$ cat src/rtl/pe_array_pkg.sv
// Shared PE-array definitions: ifmap GIN tag widths and the
// ifmap dispatcher state encoding.
package pe_array_pkg;

    localparam int IFMAP_ROW_TAG_W = 4;
    localparam int IFMAP_COL_TAG_W = 5;

    typedef enum logic [1:0] {
        IDLE = 2'd0,
        RUN  = 2'd1,
        DONE = 2'd2
    } disp_state_e;

endpackage

$ cat src/rtl/ifmap_gin_dispatcher_tag_sweep_counter.sv
// Nested burst/column/row counters for the ifmap GIN dispatcher,
// with wrap handling and detection of the final word of a pass.
module tag_sweep_counter
    import pe_array_pkg::*;
#(
    parameter int ROW_TAG_WIDTH = IFMAP_ROW_TAG_W,
    parameter int COL_TAG_WIDTH = IFMAP_COL_TAG_W,
    parameter int BURST_WIDTH   = 8
) (
    input  logic                     clk,
    input  logic                     reset,
    input  logic                     clear_i,
    input  logic                     step_i,
    input  logic [ROW_TAG_WIDTH-1:0] row_last_i,
    input  logic [COL_TAG_WIDTH-1:0] col_last_i,
    input  logic [BURST_WIDTH-1:0]   burst_last_i,
    output logic [COL_TAG_WIDTH-1:0] c_o,
    output logic [ROW_TAG_WIDTH-1:0] r_o,
    output logic                     final_o
);

    logic [BURST_WIDTH-1:0]   b_q, b_d;
    logic [COL_TAG_WIDTH-1:0] c_q, c_d;
    logic [ROW_TAG_WIDTH-1:0] r_q, r_d;

    assign final_o = (b_q == burst_last_i) && (c_q == col_last_i)
                  && (r_q == row_last_i);
    assign c_o = c_q;
    assign r_o = r_q;

    always_comb begin
        b_d = b_q;
        c_d = c_q;
        r_d = r_q;
        if (clear_i) begin
            b_d = '0;
            c_d = '0;
            r_d = '0;
        end else if (step_i) begin
            if (b_q == burst_last_i) begin
                b_d = '0;
                if (c_q == col_last_i) begin
                    c_d = '0;
                    r_d = r_q + 1'b1;
                end else begin
                    c_d = c_q + 1'b1;
                end
            end else begin
                b_d = b_q + 1'b1;
            end
        end
    end

    always_ff @(posedge clk or negedge reset) begin
        if (!reset) begin
            b_q <= '0;
            c_q <= '0;
            r_q <= '0;
        end else begin
            b_q <= b_d;
            c_q <= c_d;
            r_q <= r_d;
        end
    end

endmodule

$ cat src/rtl/ifmap_gin_dispatcher.sv
// Feeds global-buffer ifmap words into the GIN data/tag FIFOs in lockstep.
// Define IFMAP_DISPATCH_PERF_CNT_EN to add the stall_cycles counter port.
module ifmap_gin_dispatcher
    import pe_array_pkg::*;
#(
    parameter int DATA_WIDTH    = 16,
    parameter int ROW_TAG_WIDTH = IFMAP_ROW_TAG_W,
    parameter int COL_TAG_WIDTH = IFMAP_COL_TAG_W,
    parameter int BURST_WIDTH   = 8
) (
    input  logic                     clk,
    input  logic                     reset,
    input  logic                     start,
    input  logic [ROW_TAG_WIDTH-1:0] row_last,
    input  logic [COL_TAG_WIDTH-1:0] col_last,
    input  logic [BURST_WIDTH-1:0]   burst_last,
    input  logic [ROW_TAG_WIDTH-1:0] row_base,
    output logic                     busy,
    output logic                     done,
    input  logic [DATA_WIDTH-1:0]    glb_data,
    input  logic                     glb_valid,
    output logic                     glb_ready,
    output logic [DATA_WIDTH-1:0]    ifmap_to_gin,
    output logic                     push_ifmap_to_gin,
    input  logic                     ifmap_gin_fifo_full,
    output logic [ROW_TAG_WIDTH-1:0] ifmap_row_tag,
    output logic [COL_TAG_WIDTH-1:0] ifmap_col_tag,
    output logic                     ifmap_tags_wr_en,
    input  logic                     ifmap_tags_full
`ifdef IFMAP_DISPATCH_PERF_CNT_EN
    ,
    output logic [31:0]              stall_cycles
`endif
);

    disp_state_e              state_q;
    logic                     busy_q, done_q;
    logic [ROW_TAG_WIDTH-1:0] row_last_q, row_base_q;
    logic [COL_TAG_WIDTH-1:0] col_last_q;
    logic [BURST_WIDTH-1:0]   burst_last_q;
    logic [COL_TAG_WIDTH-1:0] c;
    logic [ROW_TAG_WIDTH-1:0] r;
    logic                     accept, push, final_word;

    assign accept = (state_q == IDLE) && start;
    // One enable for both FIFOs keeps data and tags from drifting apart.
    assign push = (state_q == RUN) && glb_valid
               && !ifmap_gin_fifo_full && !ifmap_tags_full;

    assign glb_ready         = push;
    assign push_ifmap_to_gin = push;
    assign ifmap_tags_wr_en  = push;
    assign ifmap_to_gin      = glb_data;
    assign ifmap_row_tag     = row_base_q + r;
    assign ifmap_col_tag     = c;
    assign busy              = busy_q;
    assign done              = done_q;

    tag_sweep_counter #(
        .ROW_TAG_WIDTH(ROW_TAG_WIDTH),
        .COL_TAG_WIDTH(COL_TAG_WIDTH),
        .BURST_WIDTH  (BURST_WIDTH)
    ) u_sweep (
        .clk         (clk),
        .reset       (reset),
        .clear_i     (accept),
        .step_i      (push),
        .row_last_i  (row_last_q),
        .col_last_i  (col_last_q),
        .burst_last_i(burst_last_q),
        .c_o         (c),
        .r_o         (r),
        .final_o     (final_word)
    );

    always_ff @(posedge clk or negedge reset) begin
        if (!reset) begin
            state_q      <= IDLE;
            busy_q       <= 1'b0;
            done_q       <= 1'b0;
            row_last_q   <= '0;
            col_last_q   <= '0;
            burst_last_q <= '0;
            row_base_q   <= '0;
        end else begin
            unique case (state_q)
                IDLE: begin
                    if (start) begin
                        state_q      <= RUN;
                        busy_q       <= 1'b1;
                        row_last_q   <= row_last;
                        col_last_q   <= col_last;
                        burst_last_q <= burst_last;
                        row_base_q   <= row_base;
                    end
                end
                RUN: begin
                    if (push && final_word) begin
                        state_q <= DONE;
                        busy_q  <= 1'b0;
                        done_q  <= 1'b1;
                    end
                end
                DONE: begin
                    state_q <= IDLE;
                    done_q  <= 1'b0;
                end
                default: begin
                    state_q <= IDLE;
                    busy_q  <= 1'b0;
                    done_q  <= 1'b0;
                end
            endcase
        end
    end

`ifdef IFMAP_DISPATCH_PERF_CNT_EN
    logic [31:0] stall_q;

    always_ff @(posedge clk or negedge reset) begin
        if (!reset) begin
            stall_q <= '0;
        end else if (accept) begin
            stall_q <= '0;
        end else if ((state_q == RUN) && glb_valid && !push
                     && (stall_q != 32'hFFFF_FFFF)) begin
            stall_q <= stall_q + 32'd1;
        end
    end

    assign stall_cycles = stall_q;
`endif

endmodule

$ cat config.mk
export PLATFORM = sky130hd
export DESIGN_NAME = ifmap_gin_dispatcher
export DESIGN_NICKNAME = d
export VERILOG_FILES = /design/src/rtl/pe_array_pkg.sv /design/src/rtl/ifmap_gin_dispatcher_tag_sweep_counter.sv /design/src/rtl/ifmap_gin_dispatcher.sv
export SDC_FILE = /design/constraint.sdc
export NUM_CORES = 1
export LEC_CHECK = 0
export BUFFER_PORTS_ARGS = -buffer_cell sky130_fd_sc_hd__buf_4
export CAP_MARGIN = 20
export CELL_PAD_IN_SITES_DETAIL_PLACEMENT = 0
export CELL_PAD_IN_SITES_GLOBAL_PLACEMENT = 2
export CORE_UTILIZATION = 32
export CTS_CLUSTER_SIZE = 16
export DETAILED_ROUTE_END_ITERATION = 10
export PLACE_DENSITY = 0.88
export SYNTH_ARGS = -nofsm -noshare
export SYNTH_HDL_FRONTEND = slang
export SYNTH_SLANG_ARGS = --single-unit
$ cat constraint.sdc
create_clock -name clk -period 3.7 [get_ports clk]
set_input_delay 0.74 -clock clk [delete_from_list [all_inputs] [get_ports clk]]
set_output_delay 0.74 -clock clk [all_outputs]
set_load 0.05 [all_outputs]
### Word level (Yosys, flattened, before mapping)

Index checks and enable logic that the tools add are counted.

* register bits after elaboration: 42
* input port bits: 43
* output and inout port bits: 30
* word-level logic and storage cells: 61

* $add $sub $neg: 4
* equality and inequality tests: 7
* multiplexer cells: 19
* bitwise gates (word level): 2
* reduce and logical (&&, ||, !) cells: 19

Operators by type and width (number)
* 8-bit two-way mux: 3
* 5-bit two-way mux: 4
* 4-bit two-way mux: 4
* 8-bit by 1-bit adder with 8-bit output (second input constant): 1
* 8-bit == test: 1
* 2-bit AND reduction: 4
* 1-bit logical AND: 7
* 3-bit AND reduction: 2
* 2-bit nonzero test: 3
* 5-bit by 1-bit adder with 5-bit output (second input constant): 1
* 5-bit == test: 1
* 4-bit by 1-bit adder with 4-bit output (second input constant): 1
* 4-bit adder: 1
* 4-bit == test: 1
* 2-bit two-way mux: 2
* 2-bit one-hot mux with 2 select lines: 1
* 1-bit two-way mux: 3
* 1-bit one-hot mux with 3 select lines: 1
* 2-bit by 1-bit == test with 1-bit output (second input constant): 1
* 2-bit == test (second input constant): 1
* 1-bit zero test: 2
* 2-bit zero test: 1
* 2-bit by 1-bit inequality test with 1-bit output (second input constant): 1
* 2-bit inequality test (second input constant): 1
* 2 further kinds: 3

### Logic depth before layout (Yosys ltp)

Gate-level depths: netlist of run 1.

* depth after elaboration: 7
* gate-level depth with buffers: 6
* depth with buffers taken out: 5

### By module

Synthesis of run 1 repeated with hierarchy kept, for this count alone.

* cells, all modules: 206
* area, all modules: 2274.7 sq um

Modules (own cells, without submodules)
* ifmap_gin_dispatcher: times used 1, cells an instance 92, area each 1212.4 sq um
* tag_sweep_counter: times used 1, cells an instance 114, area each 1062.3 sq um

### Least setup slack after synthesis of run 1

No wires, ideal clock.

* path kind: in2out
* from: input ifmap_tags_full
* to: output ifmap_tags_wr_en
* data arrival time: 2.274 ns
* data required time: 2.960 ns
* slack: 0.685 ns
* stages on the path: 2
* buffers on the path: 1
* path through: nor4b_2 buf_4

* longest elaborated chain between the ends: 2

Ends and longest elaborated chain
* start: declaration: RTL line ifmap_gin_dispatcher.sv:29 `input logic ifmap_tags_full`
* 1-bit zero test: RTL line ifmap_gin_dispatcher.sv:48 `&& !ifmap_gin_fifo_full && !ifmap_tags_full;`
* 1-bit logical AND: RTL line ifmap_gin_dispatcher.sv:48
* end: declaration: RTL line ifmap_gin_dispatcher.sv:28 `output logic ifmap_tags_wr_en,`

Every way passes these cells.

### Worst setup path after layout of run 1

* from: register u_sweep.r_q[0], in the netlist u_sweep.r_o[0]
* to: output ifmap_row_tag[2]

* longest elaborated chain between the ends: 1

Ends and longest elaborated chain
* start: declaration: RTL line ifmap_gin_dispatcher_tag_sweep_counter.sv:24 `logic [ROW_TAG_WIDTH-1:0] r_q, r_d;`
* start signal: assignment: RTL line ifmap_gin_dispatcher_tag_sweep_counter.sv:62 `r_q <= r_d;`
* 4-bit adder: RTL line ifmap_gin_dispatcher.sv:54 `assign ifmap_row_tag = row_base_q + r;`
* end: declaration: RTL line ifmap_gin_dispatcher.sv:26 `output logic [ROW_TAG_WIDTH-1:0] ifmap_row_tag,`

Every way passes these cells.

==> qor.txt, run 1 <==
crit path capture type = primary output
initial antenna violation count = 0
Setup CP Type = reg -> out
Placer Congestion = 0.760
Slew Limit Fails = 0
# hold bufs at CTS = 0
Syn Nets = 303
Syn Area/Cell = 9.15 sq um
CTS buffer count = 5
post-synthesis cell count = 253
warnings from Yosys = 0
Worst EP required = 2.96 ns
# DRC = 0
Clock Pin Slew Worst Setup and Hold Paths = 0.08 ns
max-cap viol count = 0
#FFs+latches synth = 42
FMAX = 392 MHz
final wirelength = 4740 microns
min Tclk post-route = 2.55 ns
Final TNS setup = 0 ns
Yosys top cell area share = 0.454
Rows = 30
DR vias/cell = 4.57
core area = 0.00691 sq mm
post-synth top area cell = dfrtp_1
Worst Setup Start Kind = register
measured slew at the worst slew-check pin = 0.598 ns
gr usage total = 0.138
CTS tree = done
post-CTS resize count = 0
die area = 0.00758 sq mm
PwrDens = 444 mW/mm^2
Final #Nets = 326
placed cell count = 365
Die Y = 87.1 microns
Clock Sinks = 42
EDFF count, synth = 0
clk_skew = 0.00671 ns
global-route wire length before repair = 8070 microns
Max clock buf depth = 2
outcome = complete, no violations
chip width = 87.1 microns
final setup margin = 1.15 ns
ranking of synthesized cells by area = dfrtp_1, nand2_1, buf_4, xor2_1, xnor2_1
routed len/inst = 12.7 microns
via count = 1,704
final period utilization = 0.689
sequential-to-total area share from yosys stat = 0.454
Cell variety after synth = 37
RSZ-0062 raised after global routing = false
leak pwr = 1.35 nW
Tightest Hold Check Type = in -> async
Buffers on Ports = 40
clk_lat worst skew = 0.29 ns
Clk Tree Root Cell = clkbuf_8
Final Hold Viols = 0
Area after DPL = 0.00258 sq mm
Final HPWL DP = 3450 microns
largest net degree at the start of global routing = 43
ANT cells = 0
H-tree depth = 2
Final Cell Area = 0.00269 sq mm
Top Ports = 73
number of global-route vias before repair = 1,688
fillers = 726
pre-CTS WS = 1.18 ns
ys flop type = dfrtp_1
drt first-iter violations = 114
Worst EP arrival = 1.81 ns
post-route ant nets = 0
final setup fails = 0
cell area after synthesis = 0.00231 sq mm
gr ovfl total = 0
number of setup buffers added after CTS = 0
area delta synth->final = 16.1%
proportion of layout cells with a drive suffix above 1 = 0.209
Non-Filler Instances = 373
Detailed Routing Iterations Pass 1 = 4
synth cell count leaders = nand2_1, dfrtp_1, buf_4
Async SR Flop Fraction = 1.00
Max VDD drop = 180 uV
most frequent cell after synthesis = nand2_1
initial core utilization = 0.335
WHS = 0.421 ns
Rel. slew slack = 0.600
Worst Path Max Fanout = 6
-- cell type report --
cell class                 count  area [sq um]  area share
inverter                       8          30.0      0.0112
timing repair buffer          42           315       0.117
clock buffer                   5          68.8      0.0256
tap                           96           120      0.0447
sequential                    42          1050       0.391
multi-input combinational    177          1060       0.395
clock inverter                 3          40.0      0.0149
-- registers in the layout, summed over array words and instances, names as in the netlist --
signal,cells
state_q,2
row_base_q,4
row_last_q,4
burst_last_q,8
col_last_q,5
busy,1
u_sweep.r_o,4
u_sweep.b_q,8
u_sweep.c_o,5
done,1
-- cell families (layout without fill, tap and decap cells) --
family,count (synthesis),in the layout,synth area share
AOI/OAI and AO/OA,29,29,0.0876
xor gates and xnor gates,24,24,0.0908
adders and majority gates,7,7,0.0411
buffers and inverters,34,58,0.0876
DFF,42,42,0.454
muxes,3,3,0.0151
and+or+nand+nor,114,114,0.224
-- worst max-delay path: stages (launching register included) --
cell	delay (ns)
dfrtp_1	0.49
ha_1	0.22
inv_1	0.06
fa_1	0.37
xnor2_1	0.17
buf_4	0.22
-- placed cells by master, fill, tap and decap left out, types with 2 or more instances in the layout --
cell type,Yosys,final
nand2_1,74,74
a211o_1,2,2
nand2b_1,2,2
nand4_1,6,6
mux2i_1,2,2
nand3_1,5,5
dfrtp_1,42,42
xnor2_1,11,11
a32o_1,3,3
xor2_1,13,13
buf_4,18,42
a21oi_1,3,3
ha_1,6,6
clkinv_2,0,2
clkbuf_8,0,5
a21o_1,4,4
nor4_1,3,3
nor2_1,12,12
o21ai_0,10,10
nor3_1,5,5
a211o_2,2,2
inv_1,8,8
-- power breakdown --
group          total (mW)  switching, mW  leakage (nW)  internal, mW
combinational       0.268          0.157         0.754         0.110
clock               0.354          0.155        0.0579         0.199
sequential          0.570         0.0675         0.534         0.503
-- layer usage --
layer,vias to the layer above,GRT usage,share of wire,routed length [microns]
li1,869,-,-,-
met5,-,0,0,0
met4,0,0.0515,0.013,63
met1,796,0.201,0.50,2370
met3,5,0.0199,0.041,192
met2,34,0.206,0.45,2120
-- metrics by stage --
step / utilization / total power [mW]
2_1_floorplan: - / 0.798
5_1_grt: 0.389 / 1.26
3_5_place_dp: 0.373 / 0.851
4_1_cts: 0.389 / 1.21
6_report: 0.389 / 1.19
3_3_place_gp: 0.373 / 0.847
-- path summary, 6_finish.rpt --
path | slack (ns) | start | cells past startpoint | endpoint
worst max-delay path | 1.15 | u_sweep.r_o[0] | 5 | ifmap_row_tag[2]
worst min-delay path | 0.42 | reset | 1 | row_base_q[0]
worst max register to register | 1.52 | state_q[0] | 5 | u_sweep.r_o[0]
worst min register to register | 0.48 | row_base_q[0] | 2 | row_base_q[0]
max in group asynchronous | 2.91 | reset | 1 | burst_last_q[7]
min in group clk | 0.48 | row_base_q[0] | 2 | row_base_q[0]
(Power assumes the default switching activity.)
==> inputs of run 2 (changes only) <==
Settings changed: ABC_AREA from default to 1, CORE_UTILIZATION 32 to 28, PLACE_DENSITY 0.88 to 0.82.
Clock period 3.7 ns to 2.6 ns, I/O delays scaled along.
==> qor.txt, run 2 <==
outcome = complete, no violations (unchanged)
H-tree depth = 2 (unchanged)
Async SR Flop Fraction = 1.00 (unchanged)
Final #Nets = 398 (was 326)
initial antenna violation count = 0 (unchanged)
Die Y = 95.5 microns (was 87.1 microns)
combinational power share = 0.402 (was 0.225)
CTS buffer count = 5 (unchanged)
ys flop type = dfrtp_1 (unchanged)
#FFs+latches synth = 42 (unchanged)
Tightest Hold Check Type = in -> async (unchanged)
Worst Setup Start Kind = register (unchanged)
Yosys top cell area share = 0.429 (was 0.454)
Detailed Routing Iterations Pass 1 = 4 (unchanged)
Non-Filler Instances = 454 (was 373)
Top Ports = 73 (unchanged)
PwrDens = 828 mW/mm^2 (was 444 mW/mm^2)
ranking of synthesized cells by area = dfrtp_1, nand2_1, buf_4, inv_1, nor2_1 (was dfrtp_1, nand2_1, buf_4, xor2_1, xnor2_1)
Worst EP arrival = 1.81 ns (about the same)
Max clock buf depth = 2 (unchanged)
post-synthesis cell count = 322 (was 253)
# DRC = 0 (unchanged)
gr ovfl total = 0 (unchanged)
NetSw = 974 uW (was 380 uW)
area delta synth->final = 15.5% (was 16.1%)
most frequent cell after synthesis = nand2_1 (unchanged)
Pwr Total = 2.34 mW (was 1.19 mW)
Seq pwr share = 0.409 (was 0.478)
leak pwr = 1.47 nW (was 1.35 nW)
clk_skew = 0.0124 ns (was 0.00671 ns)
via count = 2,017 (was 1,704)
sw frac = 0.416 (was 0.319)
Worst Path Max Fanout = 7 (was 6)
final period utilization = 0.896
FMAX = 429 MHz
Placer Congestion = 0.766 (was 0.760)
number of global-route vias before repair = 1,873 (was 1,688)
CP max stage cell = dfrtp_1 (unchanged)
Syn Area/Cell = 7.60 sq um (was 9.15 sq um)
CP cell instances = ha_1, inv_1, fa_1, xnor2_1, buf_4 (unchanged)
ANT cells = 0 (unchanged)
Slew Limit Fails = 0 (unchanged)
R2R cell count = 6 (was 5)
RSZ-0062 raised after global routing = false (unchanged)
crit path capture type = primary output (unchanged)
Int Power = 1.37 mW (was 812 uW)
Setup CP Type = reg -> out (unchanged)
Final HPWL DP = 3790 microns (was 3450 microns)
largest registers = burst_last_q: 8 flops, u_sweep.b_q: 8 flops (unchanged)
Rows = 33 (was 30)
largest net degree at the start of global routing = 43 (unchanged)
max-cap viol count = 0 (unchanged)
global-route wire length before repair = 8870 microns (was 8070 microns)
CTS tree = done (unchanged)
warnings from Yosys = 0 (unchanged)
number of setup buffers added after CTS = 0 (unchanged)
measured slew at the worst slew-check pin = 0.558 ns (was 0.598 ns)
post-route ant nets = 0 (unchanged)
gr usage total = 0.127 (was 0.138)
initial core utilization = 0.294 (was 0.335)
synth cell count leaders = nand2_1, dfrtp_1, inv_1 (was nand2_1, dfrtp_1, buf_4)
chip width = 95.5 microns (was 87.1 microns)
Clock power frac = 0.189 (was 0.297)
Clock Sinks = 42 (unchanged)
post-CTS resize count = 0 (unchanged)
proportion of layout cells with a drive suffix above 1 = 0.201 (was 0.209)
clk_lat worst skew = 0.30 ns (was 0.29 ns)
placed cell count = 446 (was 365)
DR vias/cell = 4.44 (was 4.57)
R2R Setup Slk = 0.98 ns (was 1.52 ns)
sequential-to-total area share from yosys stat = 0.429 (was 0.454)
Final TNS setup = 0 ns (unchanged)
# hold bufs at CTS = 0 (unchanged)
core area = 0.00834 sq mm (was 0.00691 sq mm)
slowest stage delay, CP = 0.48 ns (was 0.49 ns)
cell area after synthesis = 0.00245 sq mm (was 0.00231 sq mm)
final wirelength = 5200 microns (was 4740 microns)
final setup fails = 0 (unchanged)
Cell variety after synth = 29 (was 37)
Clk Tree Root Cell = clkbuf_8 (unchanged)
Max VDD drop = 367 uV (was 180 uV)
most frequent cells in the layout = nand2_1, buf_4, dfrtp_1 (was nand2_1, dfrtp_1, buf_4)
routed len/inst = 11.5 microns (was 12.7 microns)
die area = 0.00912 sq mm (was 0.00758 sq mm)
Final Hold Viols = 0 (unchanged)
Worst EP required = 2.08 ns (was 2.96 ns)
Syn Nets = 372 (was 303)
commonest non-fill, non-tap cell in the layout = nand2_1 (unchanged)
drt first-iter violations = 82 (was 114)
Buffers on Ports = 40 (unchanged)
Core Util, Final = 0.339 (was 0.389)
EDFF count, synth = 0 (unchanged)
Rel. slew slack = 0.627 (was 0.600)
post-synth top area cell = dfrtp_1 (unchanged)
Clock Pin Slew Worst Setup and Hold Paths = 0.09 ns (was 0.08 ns)
min Tclk post-route = 2.33 ns
run 2: worst paths after layout:
| check | endpoint | start |
|---|---|---|
| min in group clk | col_last_q[0] | col_last[0] |
| max | ifmap_row_tag[2] | u_sweep.r_o[0] |
| min reg2reg | busy | state_q[0] |
| min | u_sweep.r_o[1] | reset |
| max reg2reg | burst_last_q[3] | state_q[1] |
| max in group asynchronous | u_sweep.c_o[2] | reset |
run 2: through the flow:
| step | cell area (sq um) | setup slack, ns | hold WS [ns] |
|---|---|---|---|
| after floorplan | 2450 | 0.228 | 0.224 |
| after global placement | 2740 | 0.655 | 0.465 |
| after detailed placement | 2740 | 0.594 | 0.472 |
| after CTS | 2830 | 0.255 | 0.230 |
| after global routing | 2830 | 0.151 | 0.252 |
| final | 2830 | 0.271 | 0.213 |
run 2: layer usage:
layer	global-route usage	part of all wire
met1	0.173	0.48
met4	0.0460	0.015
met5	0	0
met3	0.0247	0.047
met2	0.200	0.46
run 2: cell type report:
cell class	count	area (sq um)
Fill cell	941	5510
Multi-Input combinational cell	215	1080
Sequential cell	42	1050
Timing Repair Buffer	43	323
Inverter	41	154
Tap cell	105	131
Clock buffer	7	86.3
Clock inverter	1	5.00
run 2: power by group through the flow:
stage / Combinational (mW) / Sequential [mW] / Clock [mW]
floorplan: 0.719 / 1.01 / 0
global placement: 0.950 / 0.968 / 0
detailed placement: 0.957 / 0.971 / 0
CTS: 0.960 / 0.959 / 0.465
global route: 1.08 / 0.990 / 0.491
finish: 0.942 / 0.957 / 0.443
run 2: logic make-up (layout without fill, tap and decap cells):
family / after synthesis / count (layout) / synth area share
AND/OR/NAND/NOR: 168 / 168 / 0.292
AO/OA/AOI/OAI: 28 / 28 / 0.0664
XOR/XNOR: 12 / 12 / 0.0429
adder cells (fa/ha/maj): 7 / 7 / 0.0388
buffers and inverters: 65 / 92 / 0.131
flip-flops: 42 / 42 / 0.429
run 2: critical path: cells and delay by family (launching register included):
| kind | cells | cell delay [ns] |
|---|---|---|
| buf+inv | 2 | 0.28 |
| fa+ha+maj | 2 | 0.59 |
| flops | 1 | 0.48 |
| xor+xnor | 1 | 0.17 |
==> inputs of run 3 (changes only) <==
Settings changed: PLACE_DENSITY 0.82 to default, PLACE_DENSITY_LB_ADDON from default to 0.12, RECOVER_POWER from default to 100, SETUP_SLACK_MARGIN from default to 0.05.
==> qor.txt, run 3 (synthesis gave the netlist of run 2 again) <==
Worst EP arrival = 1.89 ns (was 1.81 ns)
Slew Limit Fails = 0 (unchanged)
clk_lat worst skew = 0.30 ns (about the same)
largest net degree at the start of global routing = 43 (unchanged)
Core Util, Final = 0.329 (was 0.339)
met3 wire len = 266 microns (was 242 microns)
H-tree depth = 2 (unchanged)
final setup fails = 0 (unchanged)
commonest non-fill, non-tap cell in the layout = nand2_1 (unchanged)
Hold EP = row_base_q[3]
Clk Tree Root Cell = clkbuf_8 (unchanged)
metal2 WL = 2280 microns (was 2370 microns)
Final #Nets = 398 (unchanged)
Seq pwr share = 0.422 (was 0.409)
Setup crit start = u_sweep.r_o[0] (unchanged)
R2R cell count = 7 (was 6)
Critical R2R Capture = u_sweep.c_o[4] (was burst_last_q[3])
max-cap viol count = 0 (unchanged)
drt first-iter violations = 101 (was 82)
NetSw = 966 uW (was 974 uW)
Clock Pin Slew Worst Setup and Hold Paths = 0.09 ns (about the same)
area delta synth->final = 12.2% (was 15.5%)
ANT cells = 0 (unchanged)
R2R Setup Slk = 0.50 ns (was 0.98 ns)
Detailed Routing Iterations Pass 1 = 4 (unchanged)
CTS buffer count = 5 (unchanged)
gr usage total = 0.132 (was 0.127)
proportion of layout cells with a drive suffix above 1 = 0.152 (was 0.201)
Setup CP Type = reg -> out (unchanged)
Int Power = 1.32 mW (was 1.37 mW)
number of global-route vias before repair = 1,787 (was 1,873)
clk_skew = 0.0111 ns (was 0.0124 ns)
sw frac = 0.423 (was 0.416)
initial antenna violation count = 0 (unchanged)
CTS tree = done (unchanged)
via count = 1,923 (was 2,017)
final setup margin = 0.188 ns (was 0.271 ns)
largest registers = burst_last_q: 8 flops, u_sweep.b_q: 8 flops (unchanged)
global-route wire length before repair = 9050 microns (was 8870 microns)
post-CTS resize count = 0 (unchanged)
die area = 0.00912 sq mm (unchanged)
Final HPWL DP = 3840 microns (was 3790 microns)
Final TNS setup = 0 ns (unchanged)
Buffers on Ports = 40 (unchanged)
Final Hold Viols = 0 (unchanged)
Worst R2R Start = state_q[1] (unchanged)
chip width = 95.5 microns (unchanged)
final period utilization = 0.928 (was 0.896)
post-route ant nets = 0 (unchanged)
HP Start = row_base[3]
max layer used = met4 (unchanged)
Clock power frac = 0.196 (was 0.189)
PwrDens = 831 mW/mm^2 (was 828 mW/mm^2)
Top Ports = 73 (unchanged)
routed len/inst = 12.0 microns (was 11.5 microns)
RSZ-0062 raised after global routing = false (unchanged)
Worst EP required = 2.08 ns (about the same)
Placer Congestion = 0.687 (was 0.766)
measured slew at the worst slew-check pin = 1.13 ns (was 0.558 ns)
Max clock buf depth = 2 (unchanged)
Die Y = 95.5 microns (unchanged)
# hold bufs at CTS = 0 (unchanged)
leak pwr = 1.41 nW (was 1.47 nW)
combinational power share = 0.381 (was 0.402)
number of setup buffers added after CTS = 0 (unchanged)
Worst Path Max Fanout = 7 (unchanged)
Tightest Hold Check Type = in -> reg (was in -> async)
Max VDD drop = 404 uV (was 367 uV)
core area = 0.00834 sq mm (unchanged)
# DRC = 0 (unchanged)
crit path capture type = primary output (unchanged)
min Tclk post-route = 2.41 ns (was 2.33 ns)
final wirelength = 5460 microns (was 5200 microns)
pre-CTS WS = 0.581 ns (was 0.594 ns)
most frequent cells in the layout = nand2_1, dfrtp_1, inv_1 (was nand2_1, buf_4, dfrtp_1)
Hold Path Stages = 3
FMAX = 415 MHz (was 429 MHz)
DR vias/cell = 4.24 (was 4.44)
Clock Sinks = 42 (unchanged)
gr ovfl total = 0 (unchanged)
outcome = complete, no violations (unchanged)
initial core utilization = 0.294 (unchanged)
Rel. slew slack = 0.248 (was 0.627)
met1 WL = 2850 microns (was 2510 microns)
Rows = 33 (unchanged)
Worst Setup Start Kind = register (unchanged)
==> run 3: cell types whose count changed in the layout (fill, tap and decap cells not counted), moves of 2 or more <==
| cell | delta |
|---|---|
| buf_4 | -16 |
| clkbuf_1 | +12 |
| clkbuf_2 | +3 |
| o21ai_0 | +6 |
| o21ai_1 | -3 |
| o21ai_2 | -2 |
==> run 3: cell type report <==
class	instances	area (sq um)
clock inverter	1	5.00
multi-input combinational	215	1050
tap	105	131
fill	947	5590
inverter	41	154
sequential	42	1050
clock buffer	7	86.3
timing repair buffer	43	268
==> run 3: worst max-delay path, cell delays in order (launching register included) <==
cell	delay (ns)
dfrtp_1	0.49
ha_1	0.23
inv_1	0.06
fa_1	0.37
xnor2_1	0.16
buf_2	0.28
==> run 3: power by group through the flow <==
stage | clock (mW) | combinational (mW) | sequential [mW]
after global placement | 0 | 0.961 | 0.975
after floorplan | 0 | 0.719 | 1.01
after global routing | 0.508 | 0.999 | 0.993
after CTS | 0.472 | 0.963 | 0.966
after detailed placement | 0 | 0.962 | 0.978
final | 0.448 | 0.871 | 0.964
==> run 3: worst max-delay path by stage <==
stage               slack (ns)               end
floorplan                 0.23  ifmap_row_tag[2]
global placement          0.62  ifmap_row_tag[2]
detailed placement        0.58  ifmap_row_tag[2]
CTS                       0.25  ifmap_row_tag[2]
global route              0.06  ifmap_row_tag[2]
finish                    0.19  ifmap_row_tag[2]
==> run 3: metrics by stage <==
step | area, sq um | power, mW | hold WS (ns) | cells
2_1_floorplan | 2450 | 1.73 | 0.224 | 322
3_3_place_gp | 2740 | 1.94 | 0.469 | 446
3_5_place_dp | 2740 | 1.94 | 0.473 | 446
4_1_cts | 2830 | 2.40 | 0.237 | 454
5_1_grt | 2750 | 2.50 | 0.403 | 454
6_report | 2750 | 2.28 | 0.412 | 454
==> run 3: metal layers <==
layer / GRT usage / vias up
met4: 0.0435 / 0
met1: 0.188 / 847
met2: 0.195 / 44
met3: 0.0303 / 7
met5: 0 / -
li1: - / 1025
